**src/rtl/pwm_servo_pkg.sv**
```systemverilog
// Shared constants and FSM state type for the RC servo PWM decoder.
package pwm_servo_pkg;

  localparam int CLK_HZ            = 100_000_000;
  localparam int MIN_CYC_DEF       = 100_000;
  localparam int STEP_CYC_DEF      = 391;
  localparam int GLITCH_CYC_DEF    = 50_000;
  localparam int MAXVAL_CYC_DEF    = 300_000;
  localparam int TIMEOUT_CYC_DEF   = 2_500_000;
  localparam int DEFAULT_SERVO_DEF = 128;

  typedef enum logic [1:0] {
    WAIT_LOW  = 2'd0,
    WAIT_RISE = 2'd1,
    MEASURE   = 2'd2
  } state_e;

endpackage

```
**src/rtl/pwm_in_sync.sv**
```systemverilog
// Two-flop synchronizer for the asynchronous PWM pin plus rise/fall detection.
module pwm_in_sync (
  input  logic clk,
  input  logic rst,
  input  logic i_pin,
  output logic o_s2,
  output logic o_rise,
  output logic o_fall
);

  logic r_s1;
  logic r_s2;
  logic r_s2_d;

  // Reset to high so a pin that is already high after reset is seen as
  // mid-pulse and no spurious rise edge is produced.
  always_ff @(posedge clk) begin
    if (rst) begin
      r_s1   <= 1'b1;
      r_s2   <= 1'b1;
      r_s2_d <= 1'b1;
    end else begin
      r_s1   <= i_pin;
      r_s2   <= r_s1;
      r_s2_d <= r_s2;
    end
  end

  assign o_s2   = r_s2;
  assign o_rise = r_s2 & ~r_s2_d;
  assign o_fall = ~r_s2 & r_s2_d;

endmodule

```
**src/rtl/pwm_to_servo.sv**
```systemverilog
// Measures servo PWM high time and maps MIN..MIN+256*STEP cycles onto 0..255,
// flagging out-of-range pulses and loss of signal.
module pwm_to_servo
  import pwm_servo_pkg::*;
#(
  parameter int MIN_CYC       = MIN_CYC_DEF,
  parameter int STEP_CYC      = STEP_CYC_DEF,
  parameter int GLITCH_CYC    = GLITCH_CYC_DEF,
  parameter int MAXVAL_CYC    = MAXVAL_CYC_DEF,
  parameter int TIMEOUT_CYC   = TIMEOUT_CYC_DEF,
  parameter int DEFAULT_SERVO = DEFAULT_SERVO_DEF
) (
  input  logic       clk,
  input  logic       rst,
  input  logic       pwm_in,
  output logic [7:0] servo,
  output logic       servo_valid,
  output logic       pulse_err,
  output logic       signal_lost,
  output logic [1:0] dbg_state
);

  localparam logic [21:0] L_MIN     = 22'(MIN_CYC);
  localparam logic [21:0] L_GLITCH  = 22'(GLITCH_CYC);
  localparam logic [21:0] L_MAXVAL  = 22'(MAXVAL_CYC);
  localparam logic [21:0] L_TIMEOUT = 22'(TIMEOUT_CYC);
  localparam logic [8:0]  L_STEP_M1 = 9'(STEP_CYC - 1);
  localparam logic [7:0]  L_DEFAULT = 8'(DEFAULT_SERVO);

  logic w_s2;
  logic w_rise;
  logic w_fall;

  pwm_in_sync u_sync (
    .clk    (clk),
    .rst    (rst),
    .i_pin  (pwm_in),
    .o_s2   (w_s2),
    .o_rise (w_rise),
    .o_fall (w_fall)
  );

  state_e      r_state;
  logic [21:0] r_width;
  logic [8:0]  r_pre;
  logic [7:0]  r_steps;
  logic [21:0] r_tcnt;

  logic w_eval;
  logic w_in_range;
  logic w_accept;
  logic w_reject;

  assign w_eval     = (r_state == MEASURE) && w_fall;
  assign w_in_range = (r_width >= L_GLITCH) && (r_width <= L_MAXVAL);
  assign w_accept   = w_eval && w_in_range;
  assign w_reject   = w_eval && !w_in_range;
  assign dbg_state  = r_state;

  // Width counts high cycles; steps is the quotient (width-MIN)/STEP built
  // incrementally by the pre counter, so no divider is needed.
  always_ff @(posedge clk) begin
    if (rst) begin
      r_state <= WAIT_LOW;
      r_width <= '0;
      r_pre   <= '0;
      r_steps <= '0;
    end else begin
      case (r_state)
        WAIT_LOW: begin
          if (!w_s2) r_state <= WAIT_RISE;
        end
        WAIT_RISE: begin
          if (w_rise) begin
            r_width <= 22'd1;
            r_pre   <= '0;
            r_steps <= '0;
            r_state <= MEASURE;
          end
        end
        MEASURE: begin
          if (w_fall) begin
            r_state <= WAIT_RISE;
          end else if (w_s2) begin
            if (r_width <= L_MAXVAL) r_width <= r_width + 22'd1;
            if (r_width >= L_MIN) begin
              if (r_pre == L_STEP_M1) begin
                r_pre <= '0;
                if (r_steps != 8'hFF) r_steps <= r_steps + 8'd1;
              end else begin
                r_pre <= r_pre + 9'd1;
              end
            end
          end
        end
        default: r_state <= WAIT_LOW;
      endcase
    end
  end

  // An accepted pulse takes priority over a timeout in the same cycle.
  always_ff @(posedge clk) begin
    if (rst) begin
      servo       <= L_DEFAULT;
      servo_valid <= 1'b0;
      pulse_err   <= 1'b0;
      signal_lost <= 1'b0;
      r_tcnt      <= '0;
    end else begin
      servo_valid <= w_accept;
      pulse_err   <= w_reject;
      if (w_accept) begin
        servo       <= r_steps;
        r_tcnt      <= '0;
        signal_lost <= 1'b0;
      end else if (r_tcnt >= L_TIMEOUT) begin
        signal_lost <= 1'b1;
        servo       <= L_DEFAULT;
      end else begin
        r_tcnt <= r_tcnt + 22'd1;
      end
    end
  end

endmodule

```
**config.mk**
```make
export PLATFORM = sky130hd
export DESIGN_NAME = pwm_to_servo
export DESIGN_NICKNAME = d
export VERILOG_FILES = /design/src/rtl/pwm_servo_pkg.sv /design/src/rtl/pwm_in_sync.sv /design/src/rtl/pwm_to_servo.sv
export SDC_FILE = /design/constraint.sdc
export NUM_CORES = 1
export LEC_CHECK = 0
export BUFFER_PORTS_ARGS = -buffer_cell sky130_fd_sc_hd__buf_2
export CAP_MARGIN = 20
export CORE_MARGIN = 3
export CORE_UTILIZATION = 60
export CTS_CLUSTER_SIZE = 16
export DETAILED_ROUTE_END_ITERATION = 6
export GPL_TIMING_DRIVEN = 0
export HOLD_SLACK_MARGIN = 0.06
export PLACE_DENSITY = 0.84
export SYNTH_ARGS = -nofsm -noshare
export SYNTH_HDL_FRONTEND = slang
export SYNTH_SLANG_ARGS = --single-unit
```
**constraint.sdc**
```tcl
create_clock -name clk -period 6 [get_ports clk]
set_clock_uncertainty 0.15 [all_clocks]
set_input_delay 1.8 -clock clk [delete_from_list [all_inputs] [get_ports clk]]
set_output_delay 1.8 -clock clk [all_outputs]
set_load 0.005 [all_outputs]
```
==> key figures <==
Synthesis
  – Synthesized area: between 3000 and 4000 µm²
  – Synth warn: 0
  – Number of synthesized flops with an enable pin: 0
  – Most used DFF post-synth: dfxtp_1
  – Gate Count Post-Synth: between 400 and 500
  – Syn avg cell area: about 8.2 µm²
  – Synth unique cells: slightly below 60
  – Yosys reg bits: 77
  – Register area share after synthesis: ~40%
  – Net count after synthesis: around 490
  – Async SR Flop Fraction: 0%

Layout
  – Fraction of layout cells with a size suffix above 1: 9.68%
  – Area Overhead vs Synth: 11.0%
  – Antenna Cells: 0
  – Post-route cell area: about 4300 µm²
  – # fillers: about 500
  – Nets@finish: 511
  – Leading cell type in the layout, fill and taps excluded: dfxtp_1
  – Non-Filler Instances: 581
  – Most frequent cells in the layout: dfxtp_1 (77), nor2_1 (57), nand3_1 (32), nand2_1 (32), o21ai_0 (24)

Floorplan
  – I/O Pins: 16
  – Core area: approximately 6000 µm²
  – Die Y-Extent: just under 90 µm
  – Row count: 28
  – Die area: 7480 µm²
  – Initial core utilization: between 60% and 70%
  – Die W: a little under 90 µm

Place
  – DPL Wire Length: around 6700 µm
  – Port bufs: 15
  – Inst Count DP: approximately 570
  – Setup WS pre-CTS: between 2 and 2.5 ns
  – Gp weighted congestion: 0.988
  – Placed instance area: between 4000 and 5000 µm²

STA
  – Setup-failing EPs final: 0
  – Period utilization: a little under three fifths
  – Slew margin rel.: between 40% and 50%
  – Time the worst path needs with I/O delays and setup: 3.36 ns
  – Setup TNS: 0 ns
  – Hold slack: about 0.26 ns
  – Max Clock Freq: a little under 0.3 GHz
  – RSZ-0062 raised after global routing: false
  – Final Max Slew Viols: 0
  – Worst slew pin tran: ~0.88 ns
  – Hold Fails Final Rpt: 0
  – Fin worst setup slack: between 2 and 3 ns

CTS
  – Root Driver: clkbuf_8
  – Sink Count: 77
  – PostCTS Resize Cnt: 0
  – CTS tree: done
  – Post-CTS Hold Buffers: 0
  – Setup bufs post-CTS: 0
  – Clk slew on worst S/H paths: 0.08 ns
  – CTS H-tree depth: 3
  – Worst skew pair latency: 0.35 ns
  – Clk buf depth: 2
  – CTS Buf Count: 9

Global route
  – GRT overflow: 0
  – First-pass GRT wire length: about 16,000 µm
  – Vias in the first global route: 3,440
  – Initial antenna violation count: 0
  – Gr usage total: about 27%
  – Pin count of the biggest net entering global routing: 13

Power
  – Max VDD drop: 0.188 mV
  – Cell Pwr Density: approximately 240 nW/µm²
  – Leakage: around 0.0016 µW

Setup path
  – Most Frequent Cell on Critical Path: nand2_1
  – Setup crit start kind: input pin
  – Setup crit end kind: register
  – Worst path top cell family by delay: simple AND/OR/NAND/NOR gates
  – Crit path DAT: between 3 and 4 ns
  – Critical path's largest stage delay: roughly 0.50 ns
  – Crit-path max FO: 10
  – CP Cell Sequence: buf_2 -> clkbuf_1 -> nor2_1 -> nand2_1 -> nor4b_1 -> o21ai_0 -> nand2_1
  – Buf+Inv Stages, Crit Path: 2
  – Critical path's slowest cell: nor2_1
  – Required time of the critical path: slightly above 6 ns
  – Critical path class: input pin to register

Drt
  – First drt pass iteration count: 5
  – Post-DRT Antenna Nets: 0
  – Met2 WL: roughly 4400 µm
  – WL final: 9720 µm
  – Routed vias/inst: 6.48
  – DRT met1 WL: between 4000 and 5000 µm
  – Wirelength per Cell: roughly 17 µm
  – WL met3: around 800 µm
  – Initial DRC count: 305
  – Drt drc: 0
  – Vias: 3,764
  – Top sig layer: met4

Outcome
  – Status: finished clean

Worst hold path
  – Worst min path class: register to register

Job
  – Max cap viols: 0
[registers in the layout, summed over array words and instances (netlist names)]
signal	count
dbg_state	2
pulse_err	1
r_pre	9
r_steps	8
r_tcnt	22
r_width	22
servo	8
servo_valid	1
signal_lost	1
u_sync.o_s2	1
u_sync.r_s1	1
u_sync.r_s2_d	1
[final timing paths]
kind | slack [ns] | depth (start not counted) | to | startpoint
max | 2.64 | 7 | r_width[17] | rst
min | 0.26 | 1 | u_sync.o_s2 | u_sync.r_s1
max reg2reg | 3.40 | 8 | r_width[3] | r_width[6]
min reg2reg | 0.26 | 1 | u_sync.o_s2 | u_sync.r_s1
[metal layers]
metal	track usage [%]	vias to the layer above
met4	10.8	0
met1	34.9	1747
met2	42.1	181
li1	-	1798
met3	7.98	38
met5	0	-
[kinds of logic (layout without fill, tap and decap cells)]
kind of cell	count (synthesis)	count (layout)	synth area share [%]
fa+ha+maj	7	7	2.25
xor+xnor	20	20	4.50
flops	77	77	39.6
buf+inv	38	69	4.02
compound gates	110	110	19.5
simple gates	222	222	29.8
mux	1	1	0.257
[report_power, final]
part / total, µW / switching [µW] / internal, µW
Combinational: 30.0 / 20.0 / 9.92
Clock: 497 / 186 / 311
Sequential: 518 / 3.82 / 514
[cells in the mapped netlist, types with 7 or more instances]
cell type  count  area [µm²]
inv_1         14        52.6
clkbuf_1      17        63.8
o21ai_0       24         120
o31ai_1        9        67.6
nand3_1       32         160
a21oi_1       21         105
nand4_1       12        75.1
a31oi_1        7        43.8
nor2_1        57         214
xor2_1        14         123
and3_1        17         106
nand2_1       32         120
nor3_1        14        70.1
nand2b_1      12        75.1
ha_1           7        87.6
dfxtp_1       77        1540
o211ai_1       8        60.1
and2_1         8        50.1
[worst reg2reg max path: stages, from the launching register on]
cell	delay, ns
dfxtp_1	0.31
buf_2	0.19
and4_1	0.21
clkbuf_1	0.26
nand3_1	0.11
and4_1	0.26
o21ai_0	0.72
o211ai_1	0.20
o31ai_1	0.10
[final cells by class]
type,count,area [µm²],area share [%]
inverter,14,52.6,1.22
multi-input combinational,360,2190,50.8
sequential,77,1540,35.7
tap,75,93.8,2.17
buffer,24,104,2.41
clock inverter,3,90.1,2.09
clock buffer,13,169,3.91
timing repair buffer,15,75.1,1.74
[through the flow]
step | power, µW | util (%)
global placement | 558 | 66.6
global route | 1080 | 70.8
detailed placement | 559 | 66.6
CTS | 1050 | 70.8
floorplan | 550 | -
finish | 1040 | 70.8
No activity file was read; power rests on OpenSTA's default activity.
